## config.mk

```make
export PLATFORM = sky130hd
export DESIGN_NAME = i2c_req_arbiter
export DESIGN_NICKNAME = d
export VERILOG_FILES = /design/src/rtl/i2c_ctrl_pkg.sv /design/src/rtl/rr_pick.sv /design/src/rtl/i2c_req_arbiter.sv
export SDC_FILE = /design/constraint.sdc
export NUM_CORES = 1
export LEC_CHECK = 0
export CAP_MARGIN = 40
export CORE_UTILIZATION = 55
export CTS_BUF_LIST = sky130_fd_sc_hd__clkbuf_2 sky130_fd_sc_hd__clkbuf_4 sky130_fd_sc_hd__clkbuf_8
export CTS_CLUSTER_DIAMETER = 30
export CTS_CLUSTER_SIZE = 28
export DETAILED_ROUTE_END_ITERATION = 8
export PLACE_DENSITY_LB_ADDON = 0.15
export SETUP_SLACK_MARGIN = 0.1
export SLEW_MARGIN = 15
export SYNTH_ARGS = -nofsm -noshare
export SYNTH_HDL_FRONTEND = slang
export SYNTH_SLANG_ARGS = --single-unit
```

## constraint.sdc

```tcl
create_clock -name iCLK -period 5.2 [get_ports iCLK]
set_input_delay 0.78 -clock iCLK [delete_from_list [all_inputs] [get_ports iCLK]]
set_output_delay 0.78 -clock iCLK [all_outputs]
set_load 0.03 [all_outputs]
```

## src/rtl/i2c_ctrl_pkg.sv

```systemverilog
// Shared definitions for the camera I2C control slice: arbiter FSM states
// and transaction format constants.
package i2c_ctrl_pkg;

    localparam int         I2C_XFER_W     = 24;
    localparam logic [7:0] CAM_SLAVE_ADDR = 8'hBA;

    typedef enum logic [2:0] {
        ST_IDLE      = 3'd0,
        ST_START     = 3'd1,
        ST_WAIT_BUSY = 3'd2,
        ST_WAIT_DONE = 3'd3,
        ST_CHECK     = 3'd4,
        ST_GAP_WAIT  = 3'd5
    } arb_state_t;

endpackage

```

## src/rtl/rr_pick.sv

```systemverilog
// Combinational round-robin picker: first set request searching circularly
// from rr_ptr, returned both one-hot and as an index.
module rr_pick #(
    parameter int N_REQ = 2,
    parameter int IDX_W = $clog2(N_REQ)
) (
    input  logic [N_REQ-1:0] req,
    input  logic [IDX_W-1:0] rr_ptr,
    output logic [N_REQ-1:0] gnt_onehot,
    output logic [IDX_W-1:0] gnt_idx,
    output logic             gnt_valid
);

    localparam int CW = IDX_W + 1;

    logic [CW-1:0] cand_s;

    // Circular priority search starting at rr_ptr
    always_comb begin
        gnt_onehot = '0;
        gnt_idx    = '0;
        gnt_valid  = 1'b0;
        cand_s     = '0;
        for (int i = 0; i < N_REQ; i++) begin
            cand_s = {1'b0, rr_ptr} + CW'(i);
            if (cand_s >= CW'(N_REQ)) begin
                cand_s = cand_s - CW'(N_REQ);
            end else begin
                cand_s = cand_s;
            end
            if (!gnt_valid && req[cand_s[IDX_W-1:0]]) begin
                gnt_valid = 1'b1;
                gnt_idx   = cand_s[IDX_W-1:0];
            end else begin
                gnt_valid = gnt_valid;
            end
        end
        gnt_onehot[gnt_idx] = gnt_valid;
    end

endmodule

```

## src/rtl/i2c_req_arbiter.sv

```systemverilog
// Round-robin arbiter sharing one 24-bit I2C write engine among N_REQ
// requesters, with GO/END/ACK handshake, timeout and bounded retry.
module i2c_req_arbiter
    import i2c_ctrl_pkg::*;
#(
    parameter int N_REQ     = 2,
    parameter int MAX_RETRY = 3,
    parameter int TIMEOUT   = 2000000,
    parameter int GAP       = 1000
) (
    input  logic                        iCLK,
    input  logic                        iRST,
    input  logic [N_REQ-1:0]            iREQ,
    input  logic [I2C_XFER_W*N_REQ-1:0] iREQ_DATA,
    output logic [N_REQ-1:0]            oGNT,
    output logic [N_REQ-1:0]            oDONE,
    output logic [N_REQ-1:0]            oERR,
    output logic [I2C_XFER_W-1:0]       oI2C_DATA,
    output logic                        oI2C_GO,
    input  logic                        iI2C_END,
    input  logic                        iI2C_ACK,
    output logic                        oBUSY
);

    localparam int IDX_W = $clog2(N_REQ);
    localparam int TO_W  = $clog2(TIMEOUT);
    localparam int GAP_W = $clog2(GAP + 1);
    localparam int RC_W  = (MAX_RETRY > 0) ? $clog2(MAX_RETRY + 1) : 1;

    localparam logic [TO_W-1:0]  TO_LAST  = TO_W'(TIMEOUT - 1);
    localparam logic [GAP_W-1:0] GAP_LAST = GAP_W'(GAP - 1);
    localparam logic [RC_W-1:0]  RC_MAX   = RC_W'(MAX_RETRY);
    localparam logic [IDX_W-1:0] IDX_LAST = IDX_W'(N_REQ - 1);

    arb_state_t             state_r;
    logic [IDX_W-1:0]       rr_ptr_r;
    logic [IDX_W-1:0]       win_idx_r;
    logic [RC_W-1:0]        retry_cnt_r;
    logic [TO_W-1:0]        to_cnt_r;
    logic [GAP_W-1:0]       gap_cnt_r;
    logic                   timed_out_r;
    logic                   release_r;
    logic [N_REQ-1:0]       gnt_r;
    logic [N_REQ-1:0]       done_r;
    logic [N_REQ-1:0]       err_r;
    logic [I2C_XFER_W-1:0]  data_r;
    logic                   go_r;

    logic [N_REQ-1:0]       pick_onehot_s;
    logic [IDX_W-1:0]       pick_idx_s;
    logic                   pick_valid_s;

    rr_pick #(
        .N_REQ (N_REQ),
        .IDX_W (IDX_W)
    ) u_rr_pick (
        .req        (iREQ),
        .rr_ptr     (rr_ptr_r),
        .gnt_onehot (pick_onehot_s),
        .gnt_idx    (pick_idx_s),
        .gnt_valid  (pick_valid_s)
    );

    // Arbitration and engine handshake FSM; all outputs registered here
    always_ff @(posedge iCLK or posedge iRST) begin
        if (iRST) begin
            state_r     <= ST_IDLE;
            rr_ptr_r    <= '0;
            win_idx_r   <= '0;
            retry_cnt_r <= '0;
            to_cnt_r    <= '0;
            gap_cnt_r   <= '0;
            timed_out_r <= 1'b0;
            release_r   <= 1'b0;
            gnt_r       <= '0;
            done_r      <= '0;
            err_r       <= '0;
            data_r      <= '0;
            go_r        <= 1'b0;
        end else begin
            done_r <= '0;
            err_r  <= '0;
            case (state_r)
                ST_IDLE: begin
                    if (pick_valid_s) begin
                        gnt_r       <= pick_onehot_s;
                        win_idx_r   <= pick_idx_s;
                        data_r      <= iREQ_DATA[pick_idx_s*I2C_XFER_W +: I2C_XFER_W];
                        rr_ptr_r    <= (pick_idx_s == IDX_LAST) ? '0 : pick_idx_s + 1'b1;
                        retry_cnt_r <= '0;
                        state_r     <= ST_START;
                    end
                end
                ST_START: begin
                    go_r        <= 1'b1;
                    to_cnt_r    <= '0;
                    timed_out_r <= 1'b0;
                    state_r     <= ST_WAIT_BUSY;
                end
                ST_WAIT_BUSY: begin
                    if (to_cnt_r == TO_LAST) begin
                        timed_out_r <= 1'b1;
                        state_r     <= ST_CHECK;
                    end else begin
                        to_cnt_r <= to_cnt_r + 1'b1;
                        if (!iI2C_END) begin
                            state_r <= ST_WAIT_DONE;
                        end
                    end
                end
                // END is only accepted here, after busy was observed
                ST_WAIT_DONE: begin
                    if (to_cnt_r == TO_LAST) begin
                        timed_out_r <= 1'b1;
                        state_r     <= ST_CHECK;
                    end else begin
                        to_cnt_r <= to_cnt_r + 1'b1;
                        if (iI2C_END) begin
                            state_r <= ST_CHECK;
                        end
                    end
                end
                ST_CHECK: begin
                    go_r      <= 1'b0;
                    gap_cnt_r <= '0;
                    state_r   <= ST_GAP_WAIT;
                    if (!iI2C_ACK && !timed_out_r) begin
                        done_r[win_idx_r] <= 1'b1;
                        release_r         <= 1'b1;
                    end else if (retry_cnt_r < RC_MAX) begin
                        retry_cnt_r <= retry_cnt_r + 1'b1;
                        release_r   <= 1'b0;
                    end else begin
                        err_r[win_idx_r] <= 1'b1;
                        release_r        <= 1'b1;
                    end
                end
                ST_GAP_WAIT: begin
                    if (gap_cnt_r == GAP_LAST) begin
                        if (release_r) begin
                            gnt_r   <= '0;
                            state_r <= ST_IDLE;
                        end else begin
                            state_r <= ST_START;
                        end
                    end else begin
                        gap_cnt_r <= gap_cnt_r + 1'b1;
                    end
                end
                default: begin
                    go_r    <= 1'b0;
                    gnt_r   <= '0;
                    state_r <= ST_IDLE;
                end
            endcase
        end
    end

    assign oGNT      = gnt_r;
    assign oDONE     = done_r;
    assign oERR      = err_r;
    assign oI2C_DATA = data_r;
    assign oI2C_GO   = go_r;
    assign oBUSY     = (state_r != ST_IDLE);

endmodule

```

==> impl_metrics.py <==
metrics = {
    "synthesis": {
        "synth_compound_area_frac": 0.1363,
        "ys_ff_latch": 71,
        "avgSynthCellArea_um2": 9.876,
        "synth-simple-area-share": 0.1955,
        "synth_fa_ha_area_frac": 0.01348,
        "yosys_warnings": 0,
        "muxShareOfSynthArea": 0.1026,
        "syn_inst": 357,
        "synthDistinctLibCells": 50,
        "yosysSeqAreaShare": 0.5039,
        "synth_top_family_by_area": "simple AND/OR/NAND/NOR gates",
        "synth_ff_type": "dfrtp_1",
        "synth_edf_count": 0,
        "synth_xor_area_frac": 0.01490,
        "synth-async-reset-ratio": 1.000,
        "syn-cell-area_mm2": 0.003526,
        "syn_nets": 414,
    },
    "route": {
        "dr.pass1.iters": 4,
        "drt-initial-drc-count": 159,
        "drt-total-wl_mm": 8.516,
        "drc": 0,
        "viasPerCell": 5.926,
        "vias": 3064,
        "ant_nets": 0,
        "avgRoutedWirePerCell_um": 16.47,
    },
    "setup_path": {
        "critPathSlowestCell": "clkdlybuf4s50_1",
        "critical_path_class": "reg2out",
        "endpoint_kind": "primary output",
        "worst_ep_arrival_time_ns": 2.09,
        "cp_slowest_stage_delay_ns": 0.63,
        "critPathLaunchType": "flip-flop",
        "cp_max_fo": 22,
        "critPathRequiredTime_ns": 4.42,
        "r2r_setup_slack_ns": 2.79,
        "path_cells": "or3_1 -> clkdlybuf4s50_1",
    },
    "sta": {
        "fmax_mhz": 348.7,
        "rsz0062_at_grt": "false",
        "skew_ns": 0.007483,
        "tightest_slew_ns": 0.7043,
        "holdWs_ns": 0.4773,
        "min_period_ns": 2.868,
        "setup_viol": 0,
        "fin_crit_sh": 0.5515,
        "slew_headroom": 0.5298,
        "maxSlewViolCount": 0,
        "finalSetupTns_ns": 0,
        "finalHoldViolations": 0,
    },
    "pwr": {
        "p_leak_nw": 2.126,
        "power_mw": 2.227,
        "p_int_mw": 1.379,
        "comb_power_share": 0.398,
        "p_sw_uw": 848.1,
        "seqPwrFrac": 0.373,
        "power_density_mw_per_mm2": 474.8,
        "pwr-share-clk": 0.229,
        "vdd_ir_drop_max_mv": 0.3367,
        "switching_share": 0.3808,
    },
    "outcome": {
        "outcome": "finished clean",
    },
    "floorplan": {
        "die_x_um": 82.07,
        "core-area_mm2": 0.006061,
        "start_util": 0.5818,
        "fp.dieH_um": 82.07,
        "die_area_mm2": 0.006735,
        "io_pins": 86,
        "row_count": 28,
    },
    "layout": {
        "synthToLayoutAreaGrowth_pct": 33.04,
        "final_common_cell": "clkdlybuf4s50_1",
        "drive_gt1_frac": 0.06787,
        "final_util": 0.7739,
        "insertedDiodeCount": 0,
        "final_nets": 494,
        "final_cell_mix": "clkdlybuf4s50_1, dfrtp_1, nand2_1",
    },
    "global_route": {
        "grt_max_degree": 46,
        "grt_usage": 0.2756,
        "grt_pass1_wl_mm": 13.68,
        "grt_remaining_overflow": 0,
        "antenna_found_initial": 0,
        "grt_pass1_vias": 2986,
    },
    "cts": {
        "cts_setup_buffers": 0,
        "numCtsBuffers": 9,
        "cts_sinks": 71,
        "htree_levels": 3,
        "cts_tree": "built",
        "cts.repair.resized": 0,
        "clk_path_buf_depth": 2,
        "postCtsHoldBufs": 0,
        "cts_root_buffer": "clkbuf_8",
        "insertion_delay_ns": 0.34,
        "clk_pin_slew_ns": 0.08,
    },
    "placement": {
        "port-buffer-count": 85,
        "dp_hpwl_mm": 5.912,
        "place.gp.congestion": 0.8130,
    },
    "run": {
        "drv_cap": 0,
    },
    "worst_hold_path": {
        "hold_class": "reg2reg",
    },
}
## per-stage QoR
stage	setup slack [ns]	cell area (µm²)	instances
floorplan	2.623	3526	357
global placement	2.404	4409	497
detailed placement	2.712	4454	500
CTS	2.332	4686	516
global route	2.269	4691	517
finish	2.332	4691	517
## registers in the layout, summed over array words and instances (netlist names), 2 cells and up
name and flops:
state_r 3, to_cnt_r 21, oGNT 2, oI2C_DATA 24, oDONE 2, retry_cnt_r 2
oERR 2, gap_cnt_r 10
## worst max-delay path, delay by kind of cell (launching register included)
family                 cells  cell delay [ns]
buffers and inverters      1             0.63
and+or+nand+nor            1             0.49
DFF                        1             0.62
## cell families (layout without fill, tap and decap cells)
family | count (synthesis) | count (layout)
xor+xnor | 6 | 6
buf+inv | 28 | 113
simple gates | 133 | 133
mux | 36 | 36
fa+ha+maj | 4 | 4
flops | 71 | 71
compound gates | 79 | 79
## layer usage
metal  part of all wire  vias to the layer above  track usage
li1                   -                     1451            -
met1               0.42                     1496       0.3341
met2               0.48                      102       0.4405
met3              0.076                       15      0.09889
met4              0.016                        0       0.1193
met5                  0                        -            0
## cell type report
| class | count | area (µm²) |
|---|---|---|
| clock buffer | 13 | 166.4 |
| clock inverter | 3 | 65.06 |
| fill | 409 | 1370 |
| inverter | 7 | 26.28 |
| multi-input combinational | 258 | 1654 |
| sequential | 71 | 1777 |
| tap | 75 | 93.84 |
| timing repair buffer | 90 | 908.4 |
## path summary, 6_finish.rpt
check / start / to / depth (start not counted)
setup / recovery: state_r[2] / oBUSY / 2
setup reg to reg: to_cnt_r[8] / timed_out_r / 4
hold / removal: oI2C_DATA[21] / oI2C_DATA[21] / 2
max in group asynchronous: iRST / retry_cnt_r[1] / 3
hold reg to reg: oI2C_DATA[21] / oI2C_DATA[21] / 2
min in group asynchronous: iRST / oI2C_DATA[18] / 2
## power groups by stage
stage	clock network, mW	registers [mW]	logic (mW)
final	0.510	0.831	0.886
after detailed placement	0	0.835	0.887
after global placement	0	0.829	0.841
after global routing	0.534	0.850	0.961
after floorplan	0	0.988	0.349
after CTS	0.513	0.829	0.894
## cells in the mapped netlist (all sizes together) (2+ instances only)
| library cell | count | share of area |
|---|---|---|
| and3 | 6 | 0.011 |
| o41ai | 2 | 0.0050 |
| and4 | 5 | 0.012 |
| or4 | 3 | 0.0064 |
| a31oi | 4 | 0.0071 |
| inv | 7 | 0.0075 |
| a211oi | 2 | 0.0043 |
| dfrtp | 71 | 0.50 |
| nand2 | 53 | 0.056 |
| a41o | 2 | 0.0057 |
| o21ai | 41 | 0.061 |
| nor4 | 2 | 0.0035 |
| nor3 | 9 | 0.013 |
| nand4 | 7 | 0.012 |
| and2 | 2 | 0.0035 |
| a21o | 2 | 0.0043 |
| or2 | 2 | 0.0036 |
| nor2b | 2 | 0.0035 |
| nand3b | 2 | 0.0043 |
| o21bai | 2 | 0.0043 |
| or3 | 5 | 0.0089 |
| o211ai | 6 | 0.013 |
| mux2i | 35 | 0.099 |
| a21oi | 10 | 0.014 |
| nand3 | 10 | 0.014 |
| xor2 | 3 | 0.0075 |
| nand2b | 4 | 0.0071 |
| nand4b | 4 | 0.0099 |
| buf | 5 | 0.0082 |
| o21a | 2 | 0.0043 |
| xnor2 | 3 | 0.0075 |
| ha | 3 | 0.011 |
| nor2 | 12 | 0.013 |
| clkbuf | 16 | 0.018 |
| o31ai | 3 | 0.0064 |
Note: power is estimated with default switching activity, not from simulation.
